File: config.mk
export PLATFORM = sky130hd
export DESIGN_NAME = lsu_mem_ctrl
export DESIGN_NICKNAME = d
export VERILOG_FILES = /design/src/rtl/lsu_pkg.sv /design/src/rtl/lsu_req_check.sv /design/src/rtl/lsu_mem_ctrl.sv
export SDC_FILE = /design/constraint.sdc
export NUM_CORES = 1
export LEC_CHECK = 0
export ABC_AREA = 1
export BUFFER_PORTS_ARGS = -buffer_cell sky130_fd_sc_hd__buf_4
export CAP_MARGIN = 10
export CORE_MARGIN = 5
export CORE_UTILIZATION = 36
export DETAILED_ROUTE_END_ITERATION = 12
export PLACE_DENSITY_LB_ADDON = 0.08
export SLEW_MARGIN = 0
export SYNTH_ARGS = -nofsm -noshare
export SYNTH_HDL_FRONTEND = slang
export SYNTH_HIERARCHICAL = 1
export SYNTH_SLANG_ARGS = --single-unit
export TNS_END_PERCENT = 1
File: constraint.sdc
create_clock -name clk -period 1.6 [get_ports clk]
set_input_delay 0.32 -clock clk [delete_from_list [all_inputs] [get_ports clk]]
set_output_delay 0.32 -clock clk [all_outputs]
set_load 0.02 [all_outputs]
File: src/rtl/lsu_pkg.sv
// lsu_pkg
// Shared definitions for the rv32 load/store unit and its request checker:
// funct3 access-size codes, mcause exception codes and the MEM-stage FSM
// state encoding.
package lsu_pkg;

  localparam logic [2:0] F3_B  = 3'b000;
  localparam logic [2:0] F3_H  = 3'b001;
  localparam logic [2:0] F3_W  = 3'b010;
  localparam logic [2:0] F3_BU = 3'b100;
  localparam logic [2:0] F3_HU = 3'b101;

  localparam logic [3:0] CAUSE_ILLEGAL     = 4'd2;
  localparam logic [3:0] CAUSE_LD_MISALIGN = 4'd4;
  localparam logic [3:0] CAUSE_LD_FAULT    = 4'd5;
  localparam logic [3:0] CAUSE_ST_MISALIGN = 4'd6;
  localparam logic [3:0] CAUSE_ST_FAULT    = 4'd7;

  typedef enum logic [1:0] {
    IDLE    = 2'd0,
    LD_WAIT = 2'd1,
    RESP    = 2'd2
  } lsu_state_t;

endpackage

File: src/rtl/lsu_req_check.sv
// lsu_req_check
// Purely combinational legality, alignment and address-range check for one
// memory request. Shared between the load/store unit and the fetch side.
// Ports:
//   we     in  1   1=store, 0=load
//   funct3 in  3   RV32 access size/sign code
//   addr   in  32  byte address
//   exc    out 1   request raises an exception
//   cause  out 4   mcause code (0 when exc=0)
module lsu_req_check
  import lsu_pkg::*;
#(
  parameter logic [31:0] BASE_ADDR = 32'h0000_0000,
  parameter int          SPAN_LOG2 = 18
) (
  input  logic        we,
  input  logic [2:0]  funct3,
  input  logic [31:0] addr,
  output logic        exc,
  output logic [3:0]  cause
);

  // Window size held one bit wider so a 32-bit span still compares correctly.
  localparam logic [32:0] SPAN = 33'd1 << SPAN_LOG2;

  logic        illegal;
  logic        misaligned;
  logic        fault;
  logic [31:0] offset;

  // Illegal beats misaligned beats fault; unsigned funct3 has no store form.
  always_comb begin
    offset = addr - BASE_ADDR;
    case (funct3)
      F3_B, F3_H, F3_W: illegal = 1'b0;
      F3_BU, F3_HU:     illegal = we;
      default:          illegal = 1'b1;
    endcase
    misaligned = ((funct3[1:0] == 2'b01) && addr[0]) ||
                 ((funct3[1:0] == 2'b10) && (addr[1:0] != 2'b00));
    fault = ({1'b0, offset} >= SPAN);
    exc   = illegal | misaligned | fault;
    if (illegal)
      cause = CAUSE_ILLEGAL;
    else if (misaligned)
      cause = we ? CAUSE_ST_MISALIGN : CAUSE_LD_MISALIGN;
    else if (fault)
      cause = we ? CAUSE_ST_FAULT : CAUSE_LD_FAULT;
    else
      cause = 4'd0;
  end

endmodule

File: src/rtl/lsu_mem_ctrl.sv
// lsu_mem_ctrl
// rv32 MEM-stage load/store unit in front of the data RAM wrapper. Accepts
// one request per handshake, checks it, drives the RAM in the accept cycle,
// sign-extends the 1-cycle-latency read data and returns one registered
// response with a precise exception code.
// Ports:
//   clk, rstn                 clock, async active-low reset
//   req_valid/req_ready       request handshake
//   req_we, req_funct3        store flag, access size/sign
//   req_addr, req_wdata       byte address, right-aligned store data
//   req_rd                    destination tag, echoed on rsp_rd
//   rsp_valid/rsp_ready       response handshake
//   rsp_rdata                 extended load data (0 for stores/exceptions)
//   rsp_exc, rsp_cause        exception flag and mcause code
//   ram_rwtyp/addr/data       RAM access type, window offset, store data
//   ram_wren, ram_rden        RAM strobes, only in a clean accept cycle
//   ram_q                     RAM read data, valid the cycle after ram_rden
module lsu_mem_ctrl
  import lsu_pkg::*;
#(
  parameter logic [31:0] BASE_ADDR = 32'h0000_0000,
  parameter int          SPAN_LOG2 = 18
) (
  input  logic        clk,
  input  logic        rstn,
  input  logic        req_valid,
  output logic        req_ready,
  input  logic        req_we,
  input  logic [2:0]  req_funct3,
  input  logic [31:0] req_addr,
  input  logic [31:0] req_wdata,
  input  logic [4:0]  req_rd,
  output logic        rsp_valid,
  input  logic        rsp_ready,
  output logic [31:0] rsp_rdata,
  output logic [4:0]  rsp_rd,
  output logic        rsp_exc,
  output logic [3:0]  rsp_cause,
  output logic [2:0]  ram_rwtyp,
  output logic [31:0] ram_addr,
  output logic [31:0] ram_data,
  output logic        ram_wren,
  output logic        ram_rden,
  input  logic [31:0] ram_q
);

  lsu_state_t  state;
  logic [2:0]  lat_funct3;
  logic        accept;
  logic        chk_exc;
  logic [3:0]  chk_cause;
  logic [31:0] load_ext;

  lsu_req_check #(
    .BASE_ADDR(BASE_ADDR),
    .SPAN_LOG2(SPAN_LOG2)
  ) u_check (
    .we    (req_we),
    .funct3(req_funct3),
    .addr  (req_addr),
    .exc   (chk_exc),
    .cause (chk_cause)
  );

  assign req_ready = (state == IDLE);
  assign accept    = req_valid & req_ready;

  // The RAM sees the request directly in the accept cycle; strobes are
  // suppressed for excepting requests so no access is ever issued for them.
  assign ram_rwtyp = req_funct3;
  assign ram_addr  = req_addr - BASE_ADDR;
  assign ram_data  = req_wdata;
  assign ram_wren  = accept & req_we & ~chk_exc;
  assign ram_rden  = accept & ~req_we & ~chk_exc;

  // The RAM already zero-extends and lane-aligns; only signed b/h need work.
  always_comb begin
    case (lat_funct3)
      F3_B:    load_ext = {{24{ram_q[7]}}, ram_q[7:0]};
      F3_H:    load_ext = {{16{ram_q[15]}}, ram_q[15:0]};
      default: load_ext = ram_q;
    endcase
  end

  always_ff @(posedge clk or negedge rstn) begin
    if (!rstn) begin
      state      <= IDLE;
      rsp_valid  <= 1'b0;
      rsp_rdata  <= 32'd0;
      rsp_rd     <= 5'd0;
      rsp_exc    <= 1'b0;
      rsp_cause  <= 4'd0;
      lat_funct3 <= 3'd0;
    end else begin
      case (state)
        IDLE: begin
          if (accept) begin
            rsp_rd <= req_rd;
            if (chk_exc || req_we) begin
              rsp_rdata <= 32'd0;
              rsp_exc   <= chk_exc;
              rsp_cause <= chk_cause;
              rsp_valid <= 1'b1;
              state     <= RESP;
            end else begin
              lat_funct3 <= req_funct3;
              state      <= LD_WAIT;
            end
          end
        end
        LD_WAIT: begin
          rsp_rdata <= load_ext;
          rsp_exc   <= 1'b0;
          rsp_cause <= 4'd0;
          rsp_valid <= 1'b1;
          state     <= RESP;
        end
        RESP: begin
          if (rsp_ready) begin
            rsp_valid <= 1'b0;
            state     <= IDLE;
          end
        end
        default: state <= IDLE;
      endcase
    end
  end

endmodule

==> out/results.tsv <==
metric	value	unit
synthMuxAreaShare	0	%
clock_sinks	48	
synthToLayoutAreaGrowth	33.5	%
cp_top_family	simple AND/OR/NAND/NOR gates	
antenna_left	0	
r2r_slack	0.27	ns
netlist_area	2890	sq um
vias	2505	
die-height	99.6	um
status	complete, but fails checks	
synth_top_family_by_area	buffers and inverters	
tightestPinTransition	0.631	ns
avgSynthCellArea	8.17	sq um
grt_max_degree	49	
num-nets-final	560	
ir_drop	433	uV
clock_latency	0.30	ns
final_util	49.7	%
worstReg2RegStart	state[1]	
crit_fanout	3	
p_total	0.00275	W
drive_gt1_share	46.0	%
r2r-end	rsp_rdata[13]	
synth_edf_count	0	
grt_pass1_vias	2572	
synth_top_area_share	41.5	%
synth_cells	354	
p_leak	2.15	nW
layout_setup_ws	-0.131	ns
initial_core_util	37.2	%
drtIter0Drc	63	
rows	32	
clockBufferDepth	2	
first_pass_iters	4	
synth_compound_area_share	6.66	%
synthDistinctLibCells	22	
crit_path_start_kind	input port	
critPathKind	input port to output port	
grt_setup_unrepaired	true	
hold_class	input port to async pin	
antenna_found_initial	0	
hold_viol	0	
gp_congestion	0.785	
synth_top_cell_by_area	dfrtp_1	
clk_transition_reported_paths	0.09	ns
stdcell_count	554	
dpl.cell_count	522	
ys.flop_type	dfrtp_1	
relSlewSlack	57.9	%
crit_slowest_cell	or2_1	
worst_path_largest_cell_delay	0.23	ns
setup_viol	4	
fin_area	3860	sq um
via_per_inst	4.52	
grtUsageTotal	15.0	%
io_pins	222	
grt_overflow	0	
tritoncts	yes	
finalMaxSlewViolations	0	
critPathCaptureType	output port	
synth_common_cells	76 x nand2_1, 68 x buf_4, 52 x nand3_1	
port_buffers	125	
synth_seq_area_share	41.5	%
crit_chain	buf_6 > or2_1 > nor2_2 > nand2_2 > nor2_4 > inv_2 > nor2_4 > nand3_2 > inv_4 > buf_6	
synth-simple-area-share	25.6	%
place_area	3510	sq um
yosysMostFrequentCell	nand2_1	
syn_nets	463	
grt_pass1_wl	12200	um
cts_hold_buf	0	
synth-xor-area-share	0	%
htreeDepth	2	
synth_adder_area_share	0	%
synth_area_leaders	dfrtp_1 42%, buf_4 18%, nand2_1 9.9%, nand3_1 9.0%, o21ai_1 4.8%	
violations	negative setup slack	
wl_per_cell	13.6	um
pwr_density_cell	712	nW/um^2
fin_skew	0.00479	ns
cp.required	1.28	ns
drt-total-wl	7530	um
cts_root_buf	clkbuf_8	
die_w	99.6	um
numCtsBuffers	5	
fmax	578	MHz
r2r_cells	6	
nFillCells	809	
hpwl	5480	um
die-area	9930	sq um
drc_errors	0	
worstPathArrival	1.41	ns
post-route-period-util	108	%
path_buf_inv	4	
synth-seq-cells	48	
drv_cap	0	
min_period	1.73	ns
coreArea	7770	sq um
holdWs	0.0330	ns
num_antenna_cells	0	
synth_warnings	6	
synthArstFlopShare	100	%
-- layout make-up --
class	instances	area (sq um)	area share, %
Timing Repair Buffer	173	1350	35.1
Sequential cell	48	1200	31.1
Tap cell	102	128	3.31
Clock inverter	1	7.51	0.194
Clock buffer	7	86.3	2.24
Inverter	26	103	2.66
Multi-Input combinational cell	197	981	25.4
-- per-layer routing --
metal  global-route usage, %  routed length, um
met1                    18.3               3030
met2                    25.9               3790
met3                    4.35                588
met4                    4.31                124
met5                       0                  0
-- report_power, final --
part	leakage [nW]	internal, W	switching (W)
combinational	1.46	0.000322	0.000343
clock	0.0445	0.000352	0.000409
sequential	0.642	0.00127	0.0000479
-- flip-flops by register name (all words and copies together), names as in the netlist --
name and flops:
lat_funct3 3, rsp_cause 4, rsp_exc 1, rsp_rd 5
rsp_rdata 32, rsp_valid 1, state 2
-- metrics by stage --
stage	setup WS (ns)	setup TNS (ns)
CTS	-0.131	-0.371
finish	-0.131	-0.364
floorplan	0.00182	0
detailed placement	-0.225	-6.99
global route	-0.200	-1.94
global placement	-0.205	-5.67
-- worst max path at each step --
stage                      start  endpoint  cells past startpoint
global route        req_addr[19]  ram_rden                     10
global placement    req_addr[19]  ram_rden                     10
floorplan           req_addr[19]  ram_rden                      8
detailed placement  req_addr[19]  ram_rden                     10
CTS                 req_addr[18]  ram_rden                     10
finish              req_addr[19]  ram_rden                     10
-- placed cells by master, fill, tap and decap left out --
master and n:
buf_4 163, nand2_1 73, nand3_1 50, dfrtp_1 47
o21ai_1 28, inv_1 21, nor2_1 12, o21ai_0 8
buf_6 8, nand2_2 7, clkbuf_8 6, nor2_4 5
nand3_2 5, inv_2 3, inv_4 2, nor2_2 2
buf_12 2, nor3_2 1, nor3_4 1, nor2_8 1
o211ai_1 1, clkinvlp_4 1, clkbuf_1 1, dfrtp_2 1
a21oi_1 1, or2_1 1, conb_1 1
-- cells by family after synthesis --
logic type / after synthesis
AOI/OAI and AO/OA: 38
DFF: 48
and+or+nand+nor: 158
other: 1
buffers and inverters: 109
-- what timing repair did --
| action | in CTS | in global routing |
|---|---|---|
| setup endpoints to repair | 3 | 41 |
| pin swaps | 15 | 7 |
| buffers inserted | 25 | 1 |
| hold endpoints to repair | 0 | 0 |
| resized for setup | 15 | 5 |
Note: power is estimated with default switching activity, not from simulation.
